<file path="config.mk">
export PLATFORM = sky130hd
export DESIGN_NAME = flipper
export DESIGN_NICKNAME = d
export VERILOG_FILES = /design/src/rtl/flipper.sv
export SDC_FILE = /design/constraint.sdc
export NUM_CORES = 1
export LEC_CHECK = 0
export ABC_AREA = 1
export CORE_MARGIN = 2
export CORE_UTILIZATION = 57
export DETAILED_ROUTE_END_ITERATION = 7
export PLACE_DENSITY = 0.86
export SETUP_SLACK_MARGIN = 0.1
export SYNTH_ARGS = -nofsm -noshare
export SYNTH_HDL_FRONTEND = slang
export SYNTH_SLANG_ARGS = --single-unit
</file>
<file path="constraint.sdc">
create_clock -name clock -period 4.02 [get_ports clock]
set_input_delay 0.804 -clock clock [delete_from_list [all_inputs] [get_ports clock]]
set_output_delay 0.804 -clock clock [all_outputs]
set_load 0.02 [all_outputs]
</file>
<file path="src/rtl/flipper.sv">
// Flips a run of opponent pieces along one board direction, optionally placing
// the mover's own piece first; owns the board memory port while working.
`timescale 1ns/1ps
module flipper (
    input  logic       clock,
    input  logic       reset,
    input  logic [6:0] s_addr_in,
    input  logic       player,
    input  logic [4:0] step_in,
    input  logic       step_sign_in,
    input  logic       place_in,
    input  logic       start,
    input  logic [1:0] data_in,
    output logic [6:0] addr_out,
    output logic       wren_o,
    output logic [1:0] data_out,
    output logic       ctrl_mem,
    output logic       done_o,
    output logic       err_o,
    output logic [3:0] flip_count_o,
    output logic       busy_o
);

    typedef enum logic [2:0] {IDLE, PLACE, READ, CHECK, FLIP, DONE} state_t;

    state_t     state, state_next;
    logic [6:0] s_addr, cur;
    logic [4:0] step;
    logic       step_sign;
    logic [1:0] own, opp;
    logic [3:0] flip_count, flip_inc;
    logic       err;

    logic [6:0] adv_base;
    logic [4:0] adv_step;
    logic       adv_sign;
    logic [7:0] adv;
    logic       adv_bad;
    logic       enter_read;
    logic       err_set;

    // Bit 7 of the 8-bit result flags both carry above 127 and borrow below 0.
    function automatic logic [7:0] advance(input logic [6:0] base,
                                           input logic [4:0] stride,
                                           input logic       sub);
        if (sub)
            advance = {1'b0, base} - {3'b000, stride};
        else
            advance = {1'b0, base} + {3'b000, stride};
    endfunction

    // In IDLE the request has not been latched yet, so advance straight from the inputs.
    always_comb begin
        adv_base = (state == IDLE) ? s_addr_in    : cur;
        adv_step = (state == IDLE) ? step_in      : step;
        adv_sign = (state == IDLE) ? step_sign_in : step_sign;
        adv      = advance(adv_base, adv_step, adv_sign);
        adv_bad  = adv[7];
        opp      = (own == 2'b01) ? 2'b10 : 2'b01;
        flip_inc = flip_count + 4'd1;
    end

    always_comb begin
        state_next = state;
        enter_read = 1'b0;
        err_set    = 1'b0;
        case (state)
            IDLE: begin
                if (start) begin
                    if (place_in) begin
                        state_next = PLACE;
                    end else if (adv_bad) begin
                        state_next = DONE;
                        err_set    = 1'b1;
                    end else begin
                        state_next = READ;
                        enter_read = 1'b1;
                    end
                end
            end
            PLACE: begin
                if (adv_bad) begin
                    state_next = DONE;
                    err_set    = 1'b1;
                end else begin
                    state_next = READ;
                    enter_read = 1'b1;
                end
            end
            READ: state_next = CHECK;
            CHECK: begin
                if (data_in == opp) begin
                    state_next = FLIP;
                end else begin
                    state_next = DONE;
                    err_set    = (data_in != own);
                end
            end
            FLIP: begin
                if (flip_inc == 4'd8 || adv_bad) begin
                    state_next = DONE;
                    err_set    = 1'b1;
                end else begin
                    state_next = READ;
                    enter_read = 1'b1;
                end
            end
            DONE:    state_next = IDLE;
            default: state_next = IDLE;
        endcase
    end

    always_comb begin
        addr_out = 7'd0;
        data_out = 2'b00;
        wren_o   = 1'b0;
        ctrl_mem = 1'b0;
        done_o   = 1'b0;
        case (state)
            PLACE: begin
                addr_out = s_addr;
                data_out = own;
                wren_o   = 1'b1;
                ctrl_mem = 1'b1;
            end
            READ, CHECK: begin
                addr_out = cur;
                ctrl_mem = 1'b1;
            end
            FLIP: begin
                addr_out = cur;
                data_out = own;
                wren_o   = 1'b1;
                ctrl_mem = 1'b1;
            end
            DONE:    done_o = 1'b1;
            default: ;
        endcase
        busy_o       = (state != IDLE);
        err_o        = err;
        flip_count_o = flip_count;
    end

    always_ff @(posedge clock) begin
        if (!reset) begin
            state      <= IDLE;
            s_addr     <= 7'd0;
            cur        <= 7'd0;
            step       <= 5'd0;
            step_sign  <= 1'b0;
            own        <= 2'b00;
            flip_count <= 4'd0;
            err        <= 1'b0;
        end else begin
            state <= state_next;
            if (state == IDLE && start) begin
                s_addr     <= s_addr_in;
                step       <= step_in;
                step_sign  <= step_sign_in;
                own        <= player ? 2'b10 : 2'b01;
                flip_count <= 4'd0;
                err        <= err_set;
                cur        <= place_in ? s_addr_in : adv[6:0];
            end else begin
                if (enter_read)
                    cur <= adv[6:0];
                if (state == FLIP)
                    flip_count <= flip_inc;
                if (err_set)
                    err <= 1'b1;
            end
        end
    end

endmodule

</file>
Word-level counts from Yosys, hierarchy flattened
Index checks and enable logic that the tools add are counted. Widths: inputs -> output; s select.

Add/sub/neg operators: 3. Equal/unequal tests: 10. Multiplexer cells: 33. Bitwise gates (word level): 1. Reductions and logical operators: 10.

Operator list (count): $mux 7 (4); $mux 1 (16); $pmux 3 s5 (1); $pmux 7 s2 (1); $mux 3 (4); $add 7x5->8 (1); $mux 8 (1); $sub 7x5->8 (1); $eq 3x2->1 const B (2); $eq 3x3->1 const B (2); $mux 2 (3); $mux 5 (1); $add 4x1->4 const B (1); $eq 4x4->1 const B (1); $pmux 1 s4 (1); $reduce_bool 2->1 (2); $reduce_or 2->1 (2); $reduce_or 4->1 (1); $eq 3x1->1 const B (1); $logic_not 3->1 (1); $pmux 1 s3 (1); $reduce_bool 3->1 (1); $reduce_or 3->1 (1); $eq 2x1->1 const B (1); 6 further kinds (6).

Register bits after elaboration: 30. Bits of input ports: 20. Word-level logic and storage cells: 65.

Longest topological paths before layout
Gate-level depths: netlist of run 1.

Word-level depth: 10. Depth in mapped cells: 22.

Worst setup path before layout of run 1
Ideal clock, no wire load.

Path kind: input port to flip-flop. Start: in step_in[1]. End: reg cur[6]. Library setup time: 0.117 ns. Arrival: 2.714 ns. Slack: 1.189 ns. Stages on the path: 14. Buffers on the path: 0. Cells stage by stage: nand3b_1 nand2_1 nand3_2 o21ai_0 xnor2_1 ha_1 a21oi_1 o21ai_0 a21oi_1 nand3_2 nand3_2 nand2_4 o21ai_0 nor2_1.

Word-level cells in the longest chain between the ends: 8.

RTL lines: start: declaration (line 9) `input logic [4:0] step_in,`; $mux 5 * (line 55) `adv_step = (state == IDLE) ? step_in : step;`; $add 7x5->8 / $sub 7x5->8 (equally long branches) (line 49, 47); $mux 8 * (line 46) `if (sub)`; $mux 1 (line 72, 82); $mux 1 (line 70) `if (place_in) begin`; $mux 1 (line 69) `if (start) begin`; $pmux 1 s3 (line 67) `case (state)`; $reduce_bool 2->1 (no line); end signal: assignment (line 163) `cur <= place_in ? s_addr_in : adv[6:0];`; end signal: assignment (line 166) `cur <= adv[6:0];`; end: declaration (line 27) `logic [6:0] s_addr, cur;`.

Mark *: on every way between the ends. The rest lies on a longest branch, timed or not. The select of a mux whose other input is x is not followed. A chain may end at the register's enable or synchronous reset.

Worst setup path in the final report of run 1
Start: in step_in[0]. End: reg cur[5].

The elaborated chain is that of the path after synthesis.

==> results.sh, run 1 <==
export IMPL_clock_sinks=30
export IMPL_finalSetupViolations=0
export IMPL_max_freq_ghz=0.3044
export IMPL_muxShareOfSynthArea=0
export IMPL_stdcell_count=399
export IMPL_dp_cells=392
export IMPL_regToRegStartpoint="state[1]"
export IMPL_antenna_found_initial=0
export IMPL_top_library_cells_by_usage_in_the_layout_fill_and_taps_aside="56 x nand2_1, 44 x inv_1, 37 x o21ai_0, 37 x clkdlybuf4s50_1, 32 x nor2_1"
export IMPL_fin_worst_skew_ns=0.005753
export IMPL_synth_fp_nets=343
export IMPL_portBuffers=37
export IMPL_maxCapViolations=0
export IMPL_clk_pin_slew_worst_paths_ns=0.09
export IMPL_cts_root_to_sink_buffers=2
export IMPL_fill_cells=297
export IMPL_fraction_of_final_layout_cells_with_drive_strength_greater_than_1=0.09632
export IMPL_hold_class="reg2reg"
export IMPL_die_area_sq_um=4163
export IMPL_worst_endpoint_arrival_ns=3.51
export IMPL_dp_hpwl_microns=3813
export IMPL_post_synth_instance_area_sq_um=2088
export IMPL_syn_avg_cell_area_sq_um=6.650
export IMPL_y_dimension_of_the_die_microns=64.53
export IMPL_setup_worst_path_start="step_in[0]"
export IMPL_routed_via_density=5.348
export IMPL_post_synth_fa_ha_maj_area_fraction=0.05752
export IMPL_instance_count_of_the_mapped_netlist=314
export IMPL_drt_first_pass_iters=4
export IMPL_grt_remaining_overflow=0
export IMPL_antennaDiodeCount=0
export IMPL_combined_global_route_utilization_of_all_metal_layers=0.2678
export IMPL_die_width_microns=64.53
export IMPL_core_area_sq_um=3416
export IMPL_synthToLayoutAreaGrowth_pct=21.51
export IMPL_number_of_global_route_vias_before_repair=1924
export IMPL_grt_use_met2=0.4505
export IMPL_cp_data_required_time_ns=4.25
export IMPL_drt_iter0_drc=103
export IMPL_synth_xor_xnor_area_share=0.02936
export IMPL_routed_wirelength_microns=5078
export IMPL_post_synth_and_or_nand_nor_area_fraction=0.3271
export IMPL_postCtsSetupRepairBufs=0
export IMPL_synth_seq_cells=30
export IMPL_largest_family_of_logic_cells_by_synthesized_area="simple AND/OR/NAND/NOR gates"
export IMPL_cts_root_buf="clkbuf_4"
export IMPL_r2r_slack_ns=0.86
export IMPL_timing_reg2reg_worst_path_depth=17
export IMPL_timing_max_slew_rel_slack=0.6322
export IMPL_wire_length_of_the_first_global_routing_pass_microns=8680
export IMPL_top_level_ports=38
export IMPL_timing_final_crit_period_ns=3.285
export IMPL_grt_setup_unrepaired="no"
export IMPL_multi_input_comb_area_sq_um=1265
export IMPL_outcome="finished clean"
export IMPL_cts_buffers_inserted=5
export IMPL_clkLatencyLatePin_ns=0.33
export IMPL_critical_path_endpoint_type="register"
export IMPL_timing_setup_tns_ns=0
export IMPL_drc_errors=0
export IMPL_synth_yosys_seq_area_share=0.2876
export IMPL_tightest_slew_ns=0.5504
export IMPL_ant_nets=0
export IMPL_tritoncts="done"
export IMPL_post_cts_resized=0
export IMPL_worst_setup_path_endpoint="cur[5]"
export IMPL_start_util=0.6114
export IMPL_drv_slew=0
export IMPL_register_area_sq_um=600.6
export IMPL_met1_usage=0.3413
export IMPL_timing_critical_path_from_type="primary input"
export IMPL_final_hold_viol_count=0
export IMPL_post_route_period_util=0.8172
export IMPL_grt_start_max_net_pins=25
export IMPL_setup_worst_path_class="in2reg"
export IMPL_globalplace_congestion=0.9252
export IMPL_fp_row_count=21
export IMPL_worst_flop_to_flop_path_endpoint="cur[5]"
export IMPL_grt_most_used_layer="met2"
export IMPL_nets=382
export IMPL_met3_track_utilization_from_global_routing=0.06771
export IMPL_post_synth_num_cell_types=32
export IMPL_synth_warnings=0
export IMPL_critical_path_peak_fanout=9
export IMPL_cts_htree_levels=2
export IMPL_vias=2134
export IMPL_layout_commonest_cell="nand2_1"
export IMPL_number_of_buffers_inserted_by_hold_repair_at_cts=0
export IMPL_avgRoutedWirePerCell_microns=12.73
export IMPL_synth_compound_gate_area_share=0.1917
## worst max-delay path: stages
cell	delay, ns
clkdlybuf4s50_1	0.49
inv_1	0.05
nand3_1	0.07
nand2_1	0.10
inv_1	0.11
a21oi_1	0.05
nor2_1	0.15
inv_1	0.07
o22ai_1	0.26
inv_1	0.08
ha_1	0.28
nand3b_1	0.09
nand2_1	0.10
a21oi_1	0.22
nand3_2	0.15
nand3_2	0.12
nand2_4	0.08
o21ai_0	0.19
nor2_1	0.06
## per-stage QoR
stage	setup slack [ns]	cell area [sq um]	hold WS (ns)	utilization
2_1_floorplan	1.189	2088	0.4249	-
3_3_place_gp	0.6033	2492	0.4392	0.7297
3_5_place_dp	0.4257	2492	0.4480	0.7297
4_1_cts	0.7616	2537	0.4610	0.7429
5_1_grt	0.4124	2537	0.4993	0.7429
6_report	0.7350	2537	0.4625	0.7429
## cells by family after synthesis
family	Yosys count
DFF	30
AOI/OAI and AO/OA	73
and+or+nand+nor	138
xor gates and xnor gates	7
buffers and inverters	57
adders and majority gates	9
## synthesized netlist by cell type
master	n	area [sq um]
nand3_2	3	30.03
ha_1	8	100.1
a31oi_1	1	6.260
nand3b_1	3	22.52
nand2b_1	1	6.260
nor3_1	2	10.01
xor2_1	4	35.03
o21ai_0	37	185.2
nand2_2	4	25.02
nand3_1	25	125.1
xnor2_1	3	26.28
dfxtp_1	30	600.6
fa_1	1	20.02
or2_2	1	6.260
buf_2	1	5.000
o21a_1	2	15.01
nor2_8	1	20.02
o21bai_1	1	7.510
inv_2	7	26.28
o21ai_2	3	26.28
a21oi_1	18	90.09
inv_1	44	165.2
o22ai_1	8	50.05
buf_6	1	11.26
nor2_1	32	120.1
nor2_4	3	33.78
nand2_1	56	210.2
nand4_1	1	6.260
o211ai_1	2	15.01
clkbuf_1	4	15.01
o21ai_1	1	5.000
nand2_4	6	67.56
## layer usage
| metal | vias to the layer above | part of all wire |
|---|---|---|
| met5 | - | 0 |
| met4 | 0 | 0.012 |
| met3 | 7 | 0.063 |
| met2 | 73 | 0.48 |
| met1 | 955 | 0.44 |
| li1 | 1099 | - |
## cell type report
type	instances	area share
Inverter	51	0.07544
Tap cell	46	0.02268
Timing Repair Buffer	38	0.1489
Multi-Input combinational cell	227	0.4985
Clock buffer	7	0.01775
Sequential cell	30	0.2367
## sequential cells by signal, summed over array words and instances, names as in the netlist
| register | flops |
|---|---|
| own | 2 |
| state | 3 |
| flip_count_o | 4 |
| cur | 7 |
| s_addr | 7 |
| step_sign | 1 |
| err_o | 1 |
| step | 5 |
## worst min-delay path by stage
stage                    from   endpoint  slack, ns  depth (start not counted)
finish              s_addr[4]  s_addr[4]       0.46                          2
global route            err_o      err_o       0.50                          2
CTS                 s_addr[4]  s_addr[4]       0.46                          2
detailed placement  s_addr[4]  s_addr[4]       0.45                          2
global placement    s_addr[4]  s_addr[4]       0.44                          2
floorplan           s_addr[4]  s_addr[4]       0.42                          2
Power of run 1 is left out: the tool's default activity adds up to more than one toggle a clock period on the data nets, which glitch-free logic cannot reach.
==> run 2: changes to the inputs <==
--- a/config.mk
+++ b/config.mk
@@ -7,9 +7,9 @@
 export LEC_CHECK = 0
 export ABC_AREA = 1
 export CORE_MARGIN = 2
-export CORE_UTILIZATION = 57
+export CORE_UTILIZATION = 53
 export DETAILED_ROUTE_END_ITERATION = 7
-export PLACE_DENSITY = 0.86
+export PLACE_DENSITY = 0.81
 export SETUP_SLACK_MARGIN = 0.1
 export SYNTH_ARGS = -nofsm -noshare
 export SYNTH_HDL_FRONTEND = slang
==> constraint.sdc (replaced) <==
create_clock -name clock -period 3.11 [get_ports clock]
set_input_delay 0.622 -clock clock [delete_from_list [all_inputs] [get_ports clock]]
set_output_delay 0.622 -clock clock [all_outputs]
set_load 0.02 [all_outputs]
==> results.sh, run 2 (same netlist as run 1, synthesis figures left out) <==
export IMPL_hold_class="reg2reg"
export IMPL_preCtsSetupSlack_ns=-0.1268
export IMPL_fraction_of_final_layout_cells_with_drive_strength_greater_than_1=0.1935
export IMPL_met3_track_utilization_from_global_routing=0.04054
export IMPL_worst_slack_ns=0.2047
export IMPL_vias=2275
export IMPL_timing_critical_path_from_type="register"
export IMPL_globalplace_congestion=0.8738
export IMPL_maxCapViolations=0
export IMPL_drc_errors=0
export IMPL_die_area_sq_um=4458
export IMPL_cts_root_to_sink_buffers=2
export IMPL_cts_htree_levels=2
export IMPL_met1_usage=0.3540
export IMPL_routed_via_density=5.417
export IMPL_ant_nets=0
export IMPL_cp_data_required_time_ns=2.49
export IMPL_drv_slew=0
export IMPL_critical_path_endpoint_type="primary output"
export IMPL_tightest_slew_ns=0.4053
export IMPL_portBuffers=37
export IMPL_grt_most_used_layer="met2"
export IMPL_cts_root_buf="clkbuf_8"
export IMPL_critPathSlowestCell="clkdlybuf4s50_1"
export IMPL_crit_path_cell_trace="nor2_4, inv_2, nand2_1, nand2_1, o22ai_1, clkdlybuf4s50_1"
export IMPL_r2r_slack_ns=0.23
export IMPL_top_library_cells_by_usage_in_the_layout_fill_and_taps_aside="51 x nand2_1, 43 x inv_1, 36 x clkdlybuf4s50_1"
export IMPL_cpPeakStageDelay_ns=0.65
export IMPL_max_freq_ghz=0.3442
export IMPL_drt_iter0_drc=156
export IMPL_cts_buffers_inserted=5
export IMPL_combined_global_route_utilization_of_all_metal_layers=0.2673
export IMPL_setup_worst_path_class="reg2out"
export IMPL_y_dimension_of_the_die_microns=66.77
export IMPL_clkLatencyLatePin_ns=0.29
export IMPL_layout_commonest_cell="nand2_1"
export IMPL_antenna_found_initial=0
export IMPL_finalSetupViolations=0
export IMPL_post_route_period_util=0.9342
export IMPL_synthToLayoutAreaGrowth_pct=35.89
export IMPL_tritoncts="done"
export IMPL_drt_first_pass_iters=4
export IMPL_timing_final_crit_period_ns=2.905
export IMPL_routed_wirelength_microns=5970
export IMPL_top_level_ports=38
export IMPL_clock_sinks=30
export IMPL_core_area_sq_um=3716
export IMPL_cp_common_cell="nand2_1"
export IMPL_number_of_buffers_inserted_by_hold_repair_at_cts=0
export IMPL_final_hold_viol_count=0
export IMPL_critical_path_peak_fanout=6
export IMPL_outcome="finished clean"
export IMPL_dp_hpwl_microns=3934
export IMPL_grt_remaining_overflow=0
export IMPL_antennaDiodeCount=0
export IMPL_grt_use_met2=0.4425
export IMPL_fin_worst_skew_ns=0.004921
export IMPL_timing_max_slew_rel_slack=0.7295
export IMPL_worst_endpoint_arrival_ns=2.28
export IMPL_fp_row_count=22
export IMPL_nets=400
export IMPL_clk_pin_slew_worst_paths_ns=0.06
export IMPL_grt_start_max_net_pins=24
export IMPL_start_util=0.5620
export IMPL_number_of_global_route_vias_before_repair=2048
export IMPL_reg_top3="cur (7), s_addr (7), step (5)"
export IMPL_die_width_microns=66.77
export IMPL_wire_length_of_the_first_global_routing_pass_microns=9045
export IMPL_avgRoutedWirePerCell_microns=14.21
## run 2: cell types whose count changed in the layout (fill, tap and decap cells not counted), moves of 5 or more
| cell | change |
|---|---|
| clkbuf_8 | +5 |
| clkbuf_4 | -5 |
| nand2_1 | -5 |
| nand2_2 | +6 |
| o21ai_0 | -6 |
| buf_4 | +16 |
## run 2: final timing paths
path / endpoint / cells past startpoint / startpoint
hold / removal: s_addr[4] / 2 / s_addr[4]
setup reg to reg: cur[5] / 18 / state[1]
setup / recovery: addr_out[0] / 6 / state[1]
hold reg to reg: s_addr[4] / 2 / s_addr[4]
## run 2: critical path, delay by kind of cell, from the launching register on
kind                   cells  cell delay (ns)
buffers and inverters      2             0.74
and+or+nand+nor            3             0.70
DFF                        1             0.37
AOI/OAI and AO/OA          1             0.20
## run 2: stage by stage
| stage | instances | TNS (ns) | hold slack [ns] | cell area (sq um) | utilization |
|---|---|---|---|---|---|
| after floorplan | 314 | 0 | 0.4249 | 2088 | - |
| after global placement | 407 | -0.3865 | 0.4357 | 2592 | 0.6976 |
| after detailed placement | 407 | -0.9487 | 0.4437 | 2592 | 0.6976 |
| after CTS | 415 | 0 | 0.4532 | 2701 | 0.7269 |
| after global routing | 420 | -0.01127 | 0.4842 | 2838 | 0.7636 |
| final | 420 | 0 | 0.4539 | 2838 | 0.7636 |
## run 2: cell type report
cell class	instances	area (sq um)
Fill cell	285	878.3
Tap cell	48	60.06
Multi-Input combinational cell	229	1374
Clock buffer	5	68.82
Inverter	51	193.9
Timing Repair Buffer	54	500.5
Clock inverter	3	40.04
Sequential cell	30	600.6
## run 2: what timing repair did
item / 4_1_cts / 5_1_grt
buffers inserted: 0 / 3
endpoints found under the setup margin: 0 / 10
resized for setup: 0 / 29
## run 2: routing by layer
layer | up-vias | share of wire
met5 | - | 0
met4 | 0 | 0.028
met3 | 20 | 0.068
met2 | 93 | 0.47
met1 | 1022 | 0.43
li1 | 1140 | -
Power of run 2 is left out for the same reason.
==> run 3: changes to the inputs <==
--- a/config.mk
+++ b/config.mk
@@ -6,10 +6,11 @@
 export NUM_CORES = 1
 export LEC_CHECK = 0
 export ABC_AREA = 1
+export CAP_MARGIN = 20
 export CORE_MARGIN = 2
 export CORE_UTILIZATION = 53
 export DETAILED_ROUTE_END_ITERATION = 7
-export PLACE_DENSITY = 0.81
+export PLACE_DENSITY = 0.82
 export SETUP_SLACK_MARGIN = 0.1
 export SYNTH_ARGS = -nofsm -noshare
 export SYNTH_HDL_FRONTEND = slang
==> results.sh, run 3 (same netlist as run 1, synthesis figures left out) <==
export IMPL_top_level_ports=38
export IMPL_cts_root_buf="clkbuf_8"
export IMPL_grt_start_max_net_pins=25
export IMPL_preCtsSetupSlack_ns=-0.1999
export IMPL_cp_data_required_time_ns=3.28
export IMPL_tightest_slew_ns=0.3627
export IMPL_critical_path_endpoint_type="register"
export IMPL_setup_worst_path_class="reg2reg"
export IMPL_portBuffers=37
export IMPL_antenna_found_initial=0
export IMPL_outcome="finished clean"
export IMPL_final_hold_viol_count=0
export IMPL_timing_max_slew_rel_slack=0.7571
export IMPL_worst_endpoint_arrival_ns=3.08
export IMPL_timing_final_crit_period_ns=2.905
export IMPL_wire_length_of_the_first_global_routing_pass_microns=8562
export IMPL_routed_via_density=5.321
export IMPL_timing_critical_path_from_type="register"
export IMPL_number_of_global_route_vias_before_repair=1981
export IMPL_grt_remaining_overflow=0
export IMPL_fp_row_count=22
export IMPL_routed_wirelength_microns=5693
export IMPL_y_dimension_of_the_die_microns=66.77
export IMPL_start_util=0.5620
export IMPL_ant_nets=0
export IMPL_drv_slew=0
export IMPL_grt_setup_unrepaired="no"
export IMPL_drc_errors=0
export IMPL_critical_path_peak_fanout=13
export IMPL_fraction_of_final_layout_cells_with_drive_strength_greater_than_1=0.1924
export IMPL_stdcell_count=417
export IMPL_dp_cells=406
export IMPL_max_freq_ghz=0.3442
export IMPL_layout_commonest_cell="nand2_1"
export IMPL_area_after_detailed_placement_sq_um=2585
export IMPL_tritoncts="done"
export IMPL_finalSetupViolations=0
export IMPL_drt_first_pass_iters=4
export IMPL_die_width_microns=66.77
export IMPL_clkLatencyLatePin_ns=0.28
export IMPL_cts_buffers_inserted=5
export IMPL_hold_class="reg2reg"
export IMPL_maxCapViolations=0
export IMPL_top_library_cells_by_usage_in_the_layout_fill_and_taps_aside="52 x nand2_1, 43 x inv_1, 35 x clkdlybuf4s50_1"
export IMPL_cts_htree_levels=2
export IMPL_cts_root_to_sink_buffers=2
export IMPL_nets=399
export IMPL_antennaDiodeCount=0
export IMPL_avgRoutedWirePerCell_microns=13.65
export IMPL_worst_slack_ns=0.2051
export IMPL_fin_worst_skew_ns=0.004917
export IMPL_vias=2219
export IMPL_die_area_sq_um=4458
export IMPL_reg_top3="cur (7), s_addr (7), step (5)"
export IMPL_number_of_buffers_inserted_by_hold_repair_at_cts=0
export IMPL_combined_global_route_utilization_of_all_metal_layers=0.2557
export IMPL_post_route_period_util=0.9341
export IMPL_drt_iter0_drc=184
export IMPL_clock_sinks=30
export IMPL_core_area_sq_um=3716
export IMPL_globalplace_congestion=0.8643
export IMPL_layout_cell_area_non_filler_sq_um=2821
export IMPL_dp_hpwl_microns=3903
export IMPL_finalCoreUtilization=0.7593
export IMPL_synthToLayoutAreaGrowth_pct=35.11
export IMPL_clk_pin_slew_worst_paths_ns=0.06
[run 3: changes by cell type in the layout (fill, tap and decap cells not counted), sizes merged]
cell and change:
bufinv -1, clkbuf +1, clkdlybuf4s50 -1, clkinv -2, dlymetal6s2s +1, nand2 -1
[run 3: cell type report]
class / instances / area [sq um]
clock buffers: 6 / 82.58
fillers: 274 / 894.6
inverters: 51 / 196.4
multi-input cells: 228 / 1375
flip-flops and latches: 30 / 600.6
well taps: 48 / 60.06
repair buffers: 54 / 506.7
[run 3: worst max-delay path, stage by stage (launching register included)]
cell and delay (ns):
dfxtp_1 0.44, nor2_4 0.09, nand2_4 0.17, nand2_1 0.09, nand2_2 0.13, inv_2 0.06
a21oi_1 0.15, nor2_2 0.08, inv_1 0.08, o22ai_2 0.09, buf_4 0.15, fa_1 0.41
o21ai_0 0.23, nand2_1 0.11, nand2_1 0.08, a21oi_1 0.07, xnor2_1 0.12, nand2_1 0.05
nand2_1 0.05, nor2_1 0.09, nor2_1 0.05
[run 3: routing by layer]
layer	routed length [microns]	vias to the layer above	share of wire	global-route usage
met4	87	0	0.015	0.09184
met3	304	12	0.053	0.04730
met2	2709	71	0.48	0.4363
met5	0	-	0	0
li1	-	1136	-	-
met1	2591	1000	0.46	0.3195
[run 3: path summary, 6_finish.rpt]
kind / start / end / slack, ns / depth (start not counted)
worst max register to register: state[1] / cur[6] / 0.21 / 20
worst max-delay path: state[1] / cur[6] / 0.21 / 20
worst min-delay path: s_addr[4] / s_addr[4] / 0.44 / 2
worst min register to register: s_addr[4] / s_addr[4] / 0.44 / 2
[run 3: repair_timing]
| action | in CTS | in global routing |
|---|---|---|
| pin swaps | 0 | 23 |
| endpoints found under the setup margin | 6 | 11 |
| setup buffers | 0 | 4 |
| gates cloned | 0 | 1 |
| gates resized for setup | 1 | 35 |
[run 3: per-stage QoR]
| stage | hold WS, ns | TNS [ns] |
|---|---|---|
| 4_1_cts | 0.4471 | 0 |
| 3_3_place_gp | 0.4343 | -1.292 |
| 5_1_grt | 0.4657 | 0 |
| 2_1_floorplan | 0.4249 | 0 |
| 3_5_place_dp | 0.4378 | -1.543 |
| 6_report | 0.4440 | 0 |
Power of run 3 is left out for the same reason.
